**src/rtl/serial_adder_pkg.sv**
```systemverilog
// serial_adder shared types: FSM state enum, WIDTH bounds, counter width.
// No ports; imported by the datapath and the interface users.
package serial_adder_pkg;

  typedef enum logic [1:0] {
    IDLE,
    RUN,
    DONE
  } state_e;

  localparam int WIDTH_MIN = 2;
  localparam int WIDTH_MAX = 32;

  // Bit counter width; never below one bit.
  function automatic int cnt_w(input int w);
    return (w > 2) ? $clog2(w) : 1;
  endfunction

endpackage

```
**src/rtl/serial_adder_if.sv**
```systemverilog
// serial_adder operand/result bundle with two valid/ready channels.
// master: producer/consumer side; slave: the adder itself.
interface serial_adder_if #(
  parameter int WIDTH = 8
) ();

  logic             in_valid;
  logic             in_ready;
  logic [WIDTH-1:0] a;
  logic [WIDTH-1:0] b;
  logic             c_in;
  logic             sub;
  logic             out_valid;
  logic             out_ready;
  logic [WIDTH-1:0] sum;
  logic             c_out;
  logic             ovf;
  logic             busy;

  modport master (
    output in_valid, a, b, c_in, sub,
    output out_ready,
    input  in_ready, out_valid,
    input  sum, c_out, ovf, busy
  );

  modport slave (
    input  in_valid, a, b, c_in, sub,
    input  out_ready,
    output in_ready, out_valid,
    output sum, c_out, ovf, busy
  );

endinterface

```
**src/rtl/serial_adder_fa_slice.sv**
```systemverilog
// One-bit combinational full adder; carry storage lives in the parent.
// Ports: a, b, cin -> s, cout.
module serial_adder_fa_slice (
  input  logic a,
  input  logic b,
  input  logic cin,
  output logic s,
  output logic cout
);

  assign s    = a ^ b ^ cin;
  assign cout = (a & b) | (cin & (a ^ b));

endmodule

```
**src/rtl/serial_adder.sv**
```systemverilog
// Bit-serial adder/subtractor: one bit per clock through a single slice.
// Ports: clk, reset_n (async, active low), io (slave side of serial_adder_if).
module serial_adder
  import serial_adder_pkg::*;
#(
  parameter int WIDTH = 8
) (
  input logic           clk,
  input logic           reset_n,
  serial_adder_if.slave io
);

  localparam int            CW   = cnt_w(WIDTH);
  localparam logic [CW-1:0] LAST = CW'(WIDTH - 1);

  if (WIDTH < WIDTH_MIN || WIDTH > WIDTH_MAX) begin : g_bad_width
    $error("serial_adder: WIDTH out of range");
  end

  state_e           state_q, state_d;
  logic [WIDTH-1:0] a_sh_q, a_sh_d;
  logic [WIDTH-1:0] b_sh_q, b_sh_d;
  logic [WIDTH-1:0] res_q, res_d;
  logic [CW-1:0]    cnt_q, cnt_d;
  logic             cy_q, cy_d;
  logic             co_q, co_d;
  logic             ov_q, ov_d;

  logic fa_s;
  logic fa_co;

  serial_adder_fa_slice u_fa_slice (
    .a    (a_sh_q[0]),
    .b    (b_sh_q[0]),
    .cin  (cy_q),
    .s    (fa_s),
    .cout (fa_co)
  );

  always_ff @(posedge clk or negedge reset_n) begin
    if (!reset_n) begin
      state_q <= IDLE;
      a_sh_q  <= '0;
      b_sh_q  <= '0;
      res_q   <= '0;
      cnt_q   <= '0;
      cy_q    <= 1'b0;
      co_q    <= 1'b0;
      ov_q    <= 1'b0;
    end else begin
      state_q <= state_d;
      a_sh_q  <= a_sh_d;
      b_sh_q  <= b_sh_d;
      res_q   <= res_d;
      cnt_q   <= cnt_d;
      cy_q    <= cy_d;
      co_q    <= co_d;
      ov_q    <= ov_d;
    end
  end

  always_comb begin
    state_d = state_q;
    a_sh_d  = a_sh_q;
    b_sh_d  = b_sh_q;
    res_d   = res_q;
    cnt_d   = cnt_q;
    cy_d    = cy_q;
    co_d    = co_q;
    ov_d    = ov_q;
    unique case (state_q)
      IDLE: begin
        if (io.in_valid) begin
          // Subtract is A + ~B + 1: invert B here, seed carry with 1.
          a_sh_d  = io.a;
          b_sh_d  = io.sub ? ~io.b : io.b;
          cy_d    = io.sub ? 1'b1 : io.c_in;
          cnt_d   = '0;
          state_d = RUN;
        end
      end
      RUN: begin
        a_sh_d = a_sh_q >> 1;
        b_sh_d = b_sh_q >> 1;
        res_d  = {fa_s, res_q[WIDTH-1:1]};
        cy_d   = fa_co;
        cnt_d  = cnt_q + CW'(1);
        if (cnt_q == LAST) begin
          // cy_q is the carry into the MSB on this last bit.
          co_d    = fa_co;
          ov_d    = cy_q ^ fa_co;
          cnt_d   = '0;
          state_d = DONE;
        end
      end
      DONE: begin
        if (io.out_ready) begin
          state_d = IDLE;
        end
      end
      default: begin
        state_d = IDLE;
      end
    endcase
  end

  always_comb begin
    io.in_ready  = (state_q == IDLE);
    io.out_valid = (state_q == DONE);
    io.busy      = (state_q != IDLE);
    io.sum       = res_q;
    io.c_out     = co_q;
    io.ovf       = ov_q;
  end

endmodule

```
**src/flat_wrapper.sv**
```systemverilog
// flat-port wrapper written by rule: the top's interface ports become plain ports
module serial_adder_flat import serial_adder_pkg::*;
#(
  parameter int WIDTH = 8
)
  (clk, reset_n, io_in_valid, io_a, io_b, io_c_in, io_sub, io_out_ready, io_in_ready, io_out_valid, io_sum, io_c_out, io_ovf, io_busy);
  serial_adder_if #(.WIDTH(WIDTH)) io_i ();
  input logic clk;
  input logic reset_n;
  input wire logic [$bits(io_i.in_valid)-1:0] io_in_valid;
  input wire logic [$bits(io_i.a)-1:0] io_a;
  input wire logic [$bits(io_i.b)-1:0] io_b;
  input wire logic [$bits(io_i.c_in)-1:0] io_c_in;
  input wire logic [$bits(io_i.sub)-1:0] io_sub;
  input wire logic [$bits(io_i.out_ready)-1:0] io_out_ready;
  output wire logic [$bits(io_i.in_ready)-1:0] io_in_ready;
  output wire logic [$bits(io_i.out_valid)-1:0] io_out_valid;
  output wire logic [$bits(io_i.sum)-1:0] io_sum;
  output wire logic [$bits(io_i.c_out)-1:0] io_c_out;
  output wire logic [$bits(io_i.ovf)-1:0] io_ovf;
  output wire logic [$bits(io_i.busy)-1:0] io_busy;
  assign io_i.in_valid = io_in_valid;
  assign io_i.a = io_a;
  assign io_i.b = io_b;
  assign io_i.c_in = io_c_in;
  assign io_i.sub = io_sub;
  assign io_i.out_ready = io_out_ready;
  assign io_in_ready = io_i.in_ready;
  assign io_out_valid = io_i.out_valid;
  assign io_sum = io_i.sum;
  assign io_c_out = io_i.c_out;
  assign io_ovf = io_i.ovf;
  assign io_busy = io_i.busy;
  serial_adder #(.WIDTH(WIDTH)) u_core (.clk(clk), .reset_n(reset_n), .io(io_i));
endmodule
```
**config.mk**
```make
export PLATFORM = sky130hd
export DESIGN_NAME = serial_adder_flat
export DESIGN_NICKNAME = d
export VERILOG_FILES = /design/src/rtl/serial_adder_pkg.sv /design/src/rtl/serial_adder_if.sv /design/src/rtl/serial_adder_fa_slice.sv /design/src/rtl/serial_adder.sv /design/src/flat_wrapper.sv
export SDC_FILE = /design/constraint.sdc
export NUM_CORES = 1
export LEC_CHECK = 0
export CAP_MARGIN = 10
export CELL_PAD_IN_SITES_DETAIL_PLACEMENT = 1
export CELL_PAD_IN_SITES_GLOBAL_PLACEMENT = 2
export CORE_MARGIN = 2
export CORE_UTILIZATION = 37
export CTS_CLUSTER_DIAMETER = 80
export DETAILED_ROUTE_END_ITERATION = 8
export DONT_BUFFER_PORTS = 1
export PLACE_DENSITY_LB_ADDON = 0.1
export REMOVE_ABC_BUFFERS = 1
export SETUP_SLACK_MARGIN = 0.2
export SLEW_MARGIN = 30
export SYNTH_ARGS = -nofsm -noshare
export SYNTH_HDL_FRONTEND = slang
export SYNTH_SLANG_ARGS = --single-unit
export TNS_END_PERCENT = 30
```
**constraint.sdc**
```tcl
create_clock -name clk -period 1.95 [get_ports clk]
set_clock_uncertainty 0.2 [all_clocks]
set_input_delay 0.4875 -clock clk [delete_from_list [all_inputs] [get_ports clk]]
set_output_delay 0.4875 -clock clk [all_outputs]
set_load 0.02 [all_outputs]
```
==> impl_metrics.yaml <==
layout:
  regArea_sq_um: 802
  drive_gt1_frac: 0.172
  diodes: 0
  layout.cells.non_filler: 201
  multiInputGateArea_sq_um: 697
  fillers: 448
  nets: 175
  syn_to_final_growth_pct: 15.2
synthesis:
  yosys.cell_count.top_type: "dfrtp_1"
  synth_edf_count: 0
  synth_cell_type_count: 26
  synth.top_cell.area_share: 0.517
  synthTopCellsByArea: "dfrtp_1, mux2_1, xnor2_1"
  synthCells: 141
  synth_ff_type: "dfrtp_1"
  yosys_register_bits: 32
  synthesis.area_sq_mm: 0.00155
  yosys-top-cells-count: "dfrtp_1, nand2_1, nor2b_1"
  synthArstFlopShare: 1.00
  avgSynthCellArea_sq_um: 11.0
  synth_area_leader_cell: "dfrtp_1"
  yosysSeqAreaShare: 0.517
  yosys_warnings: 0
timing:
  rsz0062_at_grt: "yes"
  worstMarginPinSlew_ns: 0.486
  timing.final.crit_share: 0.923
  tns_ns: 0
  finalCriticalPeriod_ns: 1.80
  hold_viol: 0
  drv_slew: 0
  relSlewSlack: 0.675
  finalSetupViolCount: 0
  fmaxAchievable_mhz: 555
die:
  die_h_um: 68.7
  ios: 35
  rows: 23
  die_area_sq_mm: 0.00472
  start_util: 0.387
  core_area_sq_mm: 0.00400
  die_w_um: 68.7
clock_network:
  h-tree-depth: 2
  clk_path_buf_depth: 2
  cts_sinks: 32
  path_clk_slew_ns: 0.07
  cts_made_buffers: 5
  clock_latency_ns: 0.28
  root_buffer: "clkbuf_8"
  cts_tree: "built"
place:
  dp.cells: 188
  port-buffer-count: 0
  place_congestion: 0.716
  hpwl_mm: 2.35
worst_hold_path:
  hp-class: "input port to register"
routing:
  wire_per_inst_um: 17.2
  drt_pass1_iterations: 4
  wl_mm: 3.45
  vias_per_cell: 5.32
  drcViolationCount: 0
  num_vias: 1069
  ant_nets: 0
  drtIter0Drc: 32
pwr:
  leakagePower_nw: 0.777
  peakVddDrop_mv: 0.763
  p_per_area_mw_per_mm2: 1510
critical_path:
  required_ns: 1.26
  critical_path_class: "register to output pin"
  critPathLaunchType: "register"
  cp-end-kind: "output pin"
  cp.arrival_ns: 1.11
  crit_fanout: 3
run:
  cap_violations: 0
global_route:
  antenna_found_initial: 0
  grt_pass1_wl_mm: 5.71
  grt_use_total: 0.170
  grt_start_max_net_pins: 33
  grt_overflow: 0
  grt_pass1_vias: 1193
outcome:
  status: "finished, final reports clean"
## final cells by class
cell class | instances | share of cell area
Clock buffer | 6 | 0.0463
Clock inverter | 2 | 0.00561
Inverter | 3 | 0.00632
Multi-Input combinational cell | 97 | 0.391
Sequential cell | 32 | 0.450
Tap cell | 50 | 0.0351
Timing Repair Buffer | 11 | 0.0660
## worst paths after layout
check / cells past startpoint / start / to / slack (ns)
max in group asynchronous: 2 / reset_n / u_core.state_q[0] / 0.90
min in group asynchronous: 2 / reset_n / u_core.io.sum[7] / 0.46
setup reg to reg: 3 / u_core.state_q[0] / u_core.io.sum[5] / 0.22
setup / recovery: 3 / u_core.state_q[1] / io_busy / 0.15
hold / removal: 1 / io_out_ready / u_core.state_q[1] / 0.09
hold reg to reg: 2 / u_core.b_sh_q[5] / u_core.b_sh_q[5] / 0.29
## layer usage
layer	share of wire	track usage	vias up
met4	0.012	0.0525	0
met5	0	0	-
met1	0.44	0.210	532
met3	0.048	0.0617	4
met2	0.50	0.275	24
li1	-	-	509
## kinds of logic after synthesis
group / after synthesis / synth area share
AO/OA/AOI/OAI: 40 / 0.176
AND/OR/NAND/NOR: 34 / 0.107
flip-flops: 32 / 0.517
buffers and inverters: 12 / 0.0404
multiplexers: 11 / 0.0792
XOR/XNOR: 9 / 0.0509
adder cells (fa/ha/maj): 3 / 0.0291
## cells in the final DEF (no fill, tap or decap), types with 6 or more instances in the layout
master     n
dfrtp_1   31
nand2_1   16
nor2b_1   11
o21ai_1   10
mux2_1    10
a21oi_1    9
a22oi_1    9
xnor2_1    8
o221ai_1   6
clkbuf_8   6
buf_4      6
## stage by stage
step	setup slack (ns)	power [mW]	cell area (sq um)	hold WS, ns	utilization
floorplan	-0.523	1.82	1500	-0.00809	-
global placement	0.216	2.07	1620	-0.00744	0.404
detailed placement	0.235	2.12	1620	-0.00752	0.404
CTS	0.113	2.71	1770	0.0884	0.442
global route	0.103	2.91	1780	0.0854	0.446
finish	0.150	2.69	1780	0.0894	0.446
## worst max-delay path, cell delays in order (launching register included)
cell and delay [ns]:
dfrtp_1 0.40, buf_6 0.13, nor2_4 0.19, inv_2 0.11
## flip-flops by register name (all words and copies together), names as in the netlist
| signal | count |
|---|---|
| u_core.a_sh_q | 8 |
| u_core.b_sh_q | 8 |
| u_core.cnt_q | 3 |
| u_core.cy_q | 1 |
| u_core.io.c_out | 1 |
| u_core.io.ovf | 1 |
| u_core.io.sum | 8 |
| u_core.state_q | 2 |
## report_power, final
group / leakage [nW] / switching, mW / internal, mW
sequential: 0.409 / 0.326 / 0.935
clock: 0.0510 / 0.247 / 0.281
combinational: 0.317 / 0.443 / 0.461
total: 0.777 / 1.02 / 1.68
## repair_timing
item,4_1_cts,5_1_grt
resized for setup,6,1
endpoints found under the hold margin,32,0
hold buffers,2,0
pin swaps,1,1
endpoints found under the setup margin,3,20
buffers inserted,2,1
Note: power is estimated with default switching activity, not from simulation.
